`src/rtl/cpu_defines.sv`:
```
// Shared CPU definitions used by the MEM-stage exception arbiter and CP0.
//   - EXCP_TYPE_* codes carried on exception_type to CP0
//   - CP0 register indices (Status, Cause, EPC)
//   - Status / Cause bit positions
//   - excp_state_t: exception FSM states
//   - excp_select(): fixed-priority exception selection
package cpu_defines;

  // Exception type codes understood by CP0.
  localparam logic [31:0] EXCP_TYPE_NONE         = 32'd0;
  localparam logic [31:0] EXCP_TYPE_INTERRUPT    = 32'd1;
  localparam logic [31:0] EXCP_TYPE_SYSCALL      = 32'd8;
  localparam logic [31:0] EXCP_TYPE_INVALID_INST = 32'd10;
  localparam logic [31:0] EXCP_TYPE_OV           = 32'd12;
  localparam logic [31:0] EXCP_TYPE_ERET         = 32'd14;

  // CP0 register indices.
  localparam logic [4:0] CP0_REG_STATUS = 5'd12;
  localparam logic [4:0] CP0_REG_CAUSE  = 5'd13;
  localparam logic [4:0] CP0_REG_EPC    = 5'd14;

  // Status bit positions.
  localparam int STATUS_IE    = 0;
  localparam int STATUS_EXL   = 1;
  localparam int STATUS_IM_HI = 15;
  localparam int STATUS_IM_LO = 8;

  // Cause interrupt-pending field.
  localparam int CAUSE_IP_HI = 15;
  localparam int CAUSE_IP_LO = 8;

  typedef enum logic {
    IDLE  = 1'b0,
    BLANK = 1'b1
  } excp_state_t;

  // Priority: interrupt > invalid_inst > syscall > ov > eret.
  function automatic logic [31:0] excp_select(
    input logic int_pend,
    input logic invalid,
    input logic syscall,
    input logic ov,
    input logic eret
  );
    if (int_pend)     return EXCP_TYPE_INTERRUPT;
    else if (invalid) return EXCP_TYPE_INVALID_INST;
    else if (syscall) return EXCP_TYPE_SYSCALL;
    else if (ov)      return EXCP_TYPE_OV;
    else if (eret)    return EXCP_TYPE_ERET;
    else              return EXCP_TYPE_NONE;
  endfunction

endpackage

```
`src/rtl/excp_ctrl_cp0_fwd.sv`:
```
// cp0_fwd: combinational forwarding of a CP0 write issued by the MEM-stage
// instruction onto the CP0 register values, so the exception decision sees
// the state the instruction is about to create.
// Ports:
//   cp0_we_i, cp0_waddr_i, cp0_wdata_i : CP0 write from MEM
//   status_i, cause_i, epc_i           : current CP0 register values
//   status_o, cause_o, epc_o           : effective (forwarded) values
module cp0_fwd
  import cpu_defines::*;
(
  input  logic        cp0_we_i,
  input  logic [4:0]  cp0_waddr_i,
  input  logic [31:0] cp0_wdata_i,
  input  logic [31:0] status_i,
  input  logic [31:0] cause_i,
  input  logic [31:0] epc_i,
  output logic [31:0] status_o,
  output logic [31:0] cause_o,
  output logic [31:0] epc_o
);

  logic wr_status;
  logic wr_cause;
  logic wr_epc;

  assign wr_status = cp0_we_i && (cp0_waddr_i == CP0_REG_STATUS);
  assign wr_cause  = cp0_we_i && (cp0_waddr_i == CP0_REG_CAUSE);
  assign wr_epc    = cp0_we_i && (cp0_waddr_i == CP0_REG_EPC);

  assign status_o = wr_status ? cp0_wdata_i : status_i;
  // Only the software interrupt bits [9:8] of Cause are writable.
  assign cause_o  = wr_cause ? {cause_i[31:10], cp0_wdata_i[9:8], cause_i[7:0]}
                             : cause_i;
  assign epc_o    = wr_epc ? cp0_wdata_i : epc_i;

endmodule

```
`src/rtl/excp_ctrl.sv`:
```
// excp_ctrl: MEM-stage exception arbiter feeding CP0.
// Each cycle it forwards any CP0 write from MEM, evaluates pending interrupts,
// picks one exception by priority and, when it is accepted, drives CP0's
// exception inputs, flushes IF..MEM and redirects fetch to the handler (or to
// EPC for ERET). A blanking FSM then ignores MEM for FLUSH_CYCLES unstalled
// cycles while the flushed pipeline drains.
// Ports:
//   clk, rst (sync, active-high)
//   stall_i                       : pipeline stall, blocks accept, freezes FSM
//   mem_valid_i, mem_pc_i, mem_in_delayslot_i : MEM instruction
//   mem_syscall_i, mem_invalid_i, mem_ov_i, mem_eret_i : MEM exception flags
//   mem_cp0_we_i/_waddr_i/_wdata_i : CP0 write from MEM (forwarded)
//   cp0_status_i, cp0_cause_i, cp0_epc_i : current CP0 values
//   exception_type_o, pc_o, is_in_delayslot_o : to CP0
//   flush_o, new_pc_o             : pipeline flush and redirect target
//   busy_o                        : FSM is blanking
module excp_ctrl
  import cpu_defines::*;
#(
  parameter logic [31:0] HANDLER_ADDR = 32'h8000_0180,
  parameter int          FLUSH_CYCLES = 3
) (
  input  logic        clk,
  input  logic        rst,
  input  logic        stall_i,
  input  logic        mem_valid_i,
  input  logic [31:0] mem_pc_i,
  input  logic        mem_in_delayslot_i,
  input  logic        mem_syscall_i,
  input  logic        mem_invalid_i,
  input  logic        mem_ov_i,
  input  logic        mem_eret_i,
  input  logic        mem_cp0_we_i,
  input  logic [4:0]  mem_cp0_waddr_i,
  input  logic [31:0] mem_cp0_wdata_i,
  input  logic [31:0] cp0_status_i,
  input  logic [31:0] cp0_cause_i,
  input  logic [31:0] cp0_epc_i,
  output logic [31:0] exception_type_o,
  output logic [31:0] pc_o,
  output logic        is_in_delayslot_o,
  output logic        flush_o,
  output logic [31:0] new_pc_o,
  output logic        busy_o
);

  localparam logic [3:0] CNT_LOAD = 4'(FLUSH_CYCLES - 1);

  excp_state_t state;
  logic [3:0]  cnt;

  logic [31:0] eff_status;
  logic [31:0] eff_cause;
  logic [31:0] eff_epc;
  logic        int_pend;
  logic [31:0] sel_type;
  logic        accept;

  cp0_fwd u_cp0_fwd (
    .cp0_we_i    (mem_cp0_we_i),
    .cp0_waddr_i (mem_cp0_waddr_i),
    .cp0_wdata_i (mem_cp0_wdata_i),
    .status_i    (cp0_status_i),
    .cause_i     (cp0_cause_i),
    .epc_i       (cp0_epc_i),
    .status_o    (eff_status),
    .cause_o     (eff_cause),
    .epc_o       (eff_epc)
  );

  // Fields of the effective Status/Cause the arbiter does not look at.
  logic unused_fwd_bits;
  assign unused_fwd_bits = ^{eff_status[31:16], eff_status[7:2],
                             eff_cause[31:16], eff_cause[7:0]};

  assign int_pend = eff_status[STATUS_IE] & ~eff_status[STATUS_EXL] &
                    (|(eff_cause[CAUSE_IP_HI:CAUSE_IP_LO] &
                       eff_status[STATUS_IM_HI:STATUS_IM_LO]));

  assign sel_type = excp_select(int_pend, mem_invalid_i, mem_syscall_i,
                                mem_ov_i, mem_eret_i);

  // int_pend is recomputed every cycle, so an interrupt seen during a bubble
  // or stall is simply taken on the next cycle that can accept it.
  assign accept = !rst && (state == IDLE) && !stall_i && mem_valid_i &&
                  (sel_type != EXCP_TYPE_NONE);

  // NOTE: every output gets a default first so no path leaves it unassigned;
  // otherwise always_comb would infer a latch.
  always_comb begin
    exception_type_o  = EXCP_TYPE_NONE;
    pc_o              = 32'd0;
    is_in_delayslot_o = 1'b0;
    flush_o           = 1'b0;
    new_pc_o          = 32'd0;
    if (!rst) begin
      pc_o              = mem_pc_i;
      is_in_delayslot_o = mem_in_delayslot_i;
      if (accept) begin
        exception_type_o = sel_type;
        flush_o          = 1'b1;
        new_pc_o         = (sel_type == EXCP_TYPE_ERET) ? eff_epc : HANDLER_ADDR;
      end
    end
  end

  // NOTE: state registers use non-blocking assignments so every flop samples
  // the pre-edge values, independent of statement order.
  always_ff @(posedge clk) begin
    if (rst) begin
      state <= IDLE;
      cnt   <= 4'd0;
    end else if (!stall_i) begin
      case (state)
        IDLE: begin
          if (accept) begin
            state <= BLANK;
            cnt   <= CNT_LOAD;
          end
        end
        BLANK: begin
          if (cnt == 4'd0) begin
            state <= IDLE;
          end else begin
            cnt <= cnt - 4'd1;
          end
        end
        default: begin
          state <= IDLE;
          cnt   <= 4'd0;
        end
      endcase
    end
  end

  assign busy_o = (state == BLANK);

endmodule

```
`config.mk`:
```
export PLATFORM = sky130hd
export DESIGN_NAME = excp_ctrl
export DESIGN_NICKNAME = d
export VERILOG_FILES = /design/src/rtl/cpu_defines.sv /design/src/rtl/excp_ctrl_cp0_fwd.sv /design/src/rtl/excp_ctrl.sv
export SDC_FILE = /design/constraint.sdc
export NUM_CORES = 1
export LEC_CHECK = 0
export CAP_MARGIN = 15
export CORE_AREA = 5 5 104 106
export CTS_BUF_LIST = sky130_fd_sc_hd__clkbuf_8
export DETAILED_ROUTE_END_ITERATION = 8
export DIE_AREA = 0 0 109 111
export PLACE_DENSITY = 0.72
export SETUP_SLACK_MARGIN = 0.3
export SLEW_MARGIN = 10
export SYNTH_ARGS = -nofsm -noshare
export SYNTH_HDL_FRONTEND = slang
export SYNTH_SLANG_ARGS = --single-unit
```
`constraint.sdc`:
```
create_clock -name clk -period 8.87 [get_ports clk]
set_input_delay 2.661 -clock clk [delete_from_list [all_inputs] [get_ports clk]]
set_output_delay 2.661 -clock clk [all_outputs]
set_load 0.03 [all_outputs]
```
==> reports/results.txt <==
The run gives 0 as the remaining antenna violation count after routing. Clock-pin slew was measured on the worst setup and hold paths at 40 ps. Leaving out fill and tap cells, the most frequent cell in the layout is sky130_fd_sc_hd__clkdlybuf4s50_1.

No sink is reached through more buffers than the 2 on the longest clock path. Aggregate global-route resource usage: 12.11%. The final HPWL from detailed placement came out at 7.007 mm.

The synthesized netlist devotes 42.68% of its cell area to simple gates. The switching fraction of total power is 38.00%. From left edge to right edge, the die measures 109 microns. The post-synthesis share of cell area spent on xor and xnor gates was 0%. STA classifies the critical path endpoint as a primary output. The later-pin clock latency in the skew report was 220 ps; the share of synthesized flip-flops with an asynchronous set or reset was 0%.

The logs give 0 for the number of max-slew violations in the final report and 0.00004329 V for the peak supply drop. In this run the mean area of a mapped cell was 6.426 sq um. The tool flagged a number of max-cap violations equal to 0.

For the final routed database, the setup TNS stands at 0 ps. The number of enable flip-flop cells after synthesis is 0, and the area fraction in compound gates after synthesis is 25.62%. The post-synthesis mux area share was 5.062%.

Global routing used 2.912% of the available met3 tracks. Summed over all nets, the switching power comes to 80.62 uW. Clock tree synthesis inserted a total of 3 buffers.

Global routing finished with a remaining overflow of 0. Subtracting the final worst setup slack from the clock period gives 8325 ps. The leakage power came out at 0.001461 uW. Relative to the synthesized area, the layout overhead comes to 128.7%. The total via count in the routed design was 2398.

Of the synthesized area, sequential elements account for 6.231%. In the final routed layout, each cell accounts on average for 14.32 microns. The post-route clock period utilization works out to 93.86%.

The synthesized netlist devotes 0.7788% of its cell area to adder and majority cells. In this run the core area contains 36 standard-cell rows. The mean number of vias per cell is 4.170, and the placeable core region is 0.009684 sq mm. The initial utilization of the core area, before any placement, comes to 16.59%. The number of antenna violations at the first check in global routing came out at 0. For this run, the top clock speed supported by timing is 0.1201 GHz. The most common flop cell mapped by yosys is sky130_fd_sc_hd__dfxtp_1. The wire length of the first global-routing pass was 11.92 mm. The run gives 0.7645 as the final weighted congestion of routability-driven global placement.

Entering global routing, the biggest net connects 38 pins. The tools report the cell at the root of the clock tree as sky130_fd_sc_hd__clkbuf_8. The global routing usage on met2 is 24.37%.

The worst setup path is launched from an input port. After layout, the design draws a total of 212.1 uW. The register bit total from synthesis is 5, and the count of inserted antenna diode cells is 0. The run gives 0 as the final routed DRC violation total. The number of instances in the synthesized netlist was 250; the maximum net fanout on the critical path was 15. The global routing's busiest layer is met2.

In this run the tightest slew margin relative to its limit is 44.31%. The clock sink count was 5; the area of the mapped netlist was 0.001607 sq mm. Required arrival time at the worst endpoint: 6210 ps.

Input and output buffers added on the ports amount to 199. The logs give 5660 ps for the data arrival time of the critical path and 0 for the hold violation count in the final report. The routed design has 8.235 mm of wire. The share of layout cells above drive strength 1 is 6.109%. The power density normalized to cell area was 57.75 mW/mm^2. The total number of yosys warnings was 0; the setup clock skew after layout was 1.261 ps. Sequential cells burn 11.1% of the power. 274 I/O pins were placed. The die covers 0.01210 sq mm. The count of nets after finishing was 619.

Setup repair after global routing left no endpoint under its margin. Global routing consumed, on the met1 layer, 11.72% of the routing resources. TritonCTS built the clock tree.

The top cell types in the final layout, fill and taps aside, are sky130_fd_sc_hd__clkdlybuf4s50_1, sky130_fd_sc_hd__nand2_1, sky130_fd_sc_hd__nor2b_1. The run gives 468.8 ps as the minimum hold slack. The main combinational cell family by area after synthesis is simple AND/OR/NAND/NOR gates.

Of the total power, the clock network draws 19.5%. The run gives 69.3% as the relative contribution of combinational cells to total power. The setup path with the least slack is of type input port to primary output. The flow ran to the end, and the final reports show no timing, DRC or antenna violations.

For the via count of the first global-routing pass, the log shows 2522. Cell-internal power: 131.5 uW. The first TritonRoute pass finished after 4 iterations. After the first detailed-routing iteration, the DRC count stood at 121.

The chip height came out at 111 microns. Setup violations remaining at the end of the flow were counted as 0. The transition at the pin with the smallest max-transition slack came out at 831.8 ps. The class of the most critical hold timing path was register to register. The number of H-tree levels is 1.

In this run, distinct cell masters in the synthesized netlist total 44.
metrics by stage:
| stage | util, % | setup slack, ps | instance area [sq um] | instances |
|---|---|---|---|---|
| 6_report | 37.93 | 544.9 | 3674 | 575 |
| 5_1_grt | 37.93 | 383.3 | 3674 | 575 |
| 4_1_cts | 37.64 | 235.1 | 3645 | 574 |
| 3_5_place_dp | 37.17 | 232.8 | 3600 | 570 |
| 3_3_place_gp | 37.17 | 304.0 | 3600 | 570 |
| 2_1_floorplan | - | 1676 | 1708 | 277 |
worst max-delay path: stages:
cell                              delay, ps
sky130_fd_sc_hd__clkdlybuf4s50_1        450
sky130_fd_sc_hd__a222oi_1               350
sky130_fd_sc_hd__mux2i_1                180
sky130_fd_sc_hd__o31ai_4                380
sky130_fd_sc_hd__a41oi_4                270
sky130_fd_sc_hd__nand3b_4               380
sky130_fd_sc_hd__a21oi_1                260
sky130_fd_sc_hd__clkdlybuf4s50_1        720
routing by layer:
layer	up-vias	wire length (microns)
met1	1051	2701
li1	1174	-
met2	161	4351
met4	0	154
met5	-	0
met3	12	1027
worst paths after layout:
kind / slack [ps] / depth (start not counted) / endpoint / from
max: 540 / 8 / new_pc_o[16] / mem_cp0_wdata_i[9]
max reg2reg: 6460 / 6 / cnt[3] / busy_o
min: 470 / 2 / cnt[0] / cnt[0]
min reg2reg: 470 / 2 / cnt[0] / cnt[0]
area by class of cell:
cell class / instances / area [sq um]
Multi-Input combinational cell: 226 / 1325
Timing Repair Buffer: 203 / 2022
Fill cell: 1024 / 6011
Tap cell: 133 / 166.4
Inverter: 4 / 15.01
Clock inverter: 1 / 3.754
Sequential cell: 5 / 100.1
Clock buffer: 3 / 41.29
cells in the mapped netlist (2+ instances only):
| cell | n | area [sq um] |
|---|---|---|
| sky130_fd_sc_hd__a32o_1 | 2 | 20.02 |
| sky130_fd_sc_hd__dfxtp_1 | 5 | 100.1 |
| sky130_fd_sc_hd__nand2_1 | 75 | 281.5 |
| sky130_fd_sc_hd__inv_1 | 4 | 15.01 |
| sky130_fd_sc_hd__or3_1 | 2 | 12.51 |
| sky130_fd_sc_hd__clkbuf_1 | 11 | 41.29 |
| sky130_fd_sc_hd__o21a_1 | 4 | 30.03 |
| sky130_fd_sc_hd__a222oi_1 | 3 | 30.03 |
| sky130_fd_sc_hd__buf_2 | 2 | 10.01 |
| sky130_fd_sc_hd__a21oi_1 | 22 | 110.1 |
| sky130_fd_sc_hd__nor2_1 | 5 | 18.77 |
| sky130_fd_sc_hd__nor4_1 | 2 | 12.51 |
| sky130_fd_sc_hd__a21oi_2 | 10 | 87.58 |
| sky130_fd_sc_hd__mux2_4 | 2 | 30.03 |
| sky130_fd_sc_hd__and2_1 | 2 | 12.51 |
| sky130_fd_sc_hd__buf_4 | 28 | 210.2 |
| sky130_fd_sc_hd__mux2i_1 | 4 | 40.04 |
| sky130_fd_sc_hd__nor2b_1 | 37 | 231.5 |
| sky130_fd_sc_hd__a21o_1 | 2 | 15.01 |
| sky130_fd_sc_hd__o211ai_1 | 2 | 15.01 |
| sky130_fd_sc_hd__a31oi_1 | 3 | 18.77 |
power groups by stage:
stage,sequential (uW),combinational (uW),clock (uW)
final,23.6,147,41.4
after CTS,23.6,147,42.3
after global placement,24.0,145,0
after global routing,23.7,157,44.9
after detailed placement,24.0,146,0
after floorplan,24.2,71.6,0
sequential cells by signal, indices dropped and copies added, names as in the netlist:
name	count
busy_o	1
cnt	4
kinds of logic after synthesis:
kind of cell | Yosys count
multiplexers | 7
buffers and inverters | 47
adder cells (fa/ha/maj) | 1
AND/OR/NAND/NOR | 133
AO/OA/AOI/OAI | 56
other | 1
flip-flops | 5
what timing repair did:
item	4_1_cts	5_1_grt
setup buffers	0	0
setup endpoints to repair	7	29
hold buffers	0	0
cloned	0	1
gates resized for setup	0	2
Power figures use the tool's default switching activity.
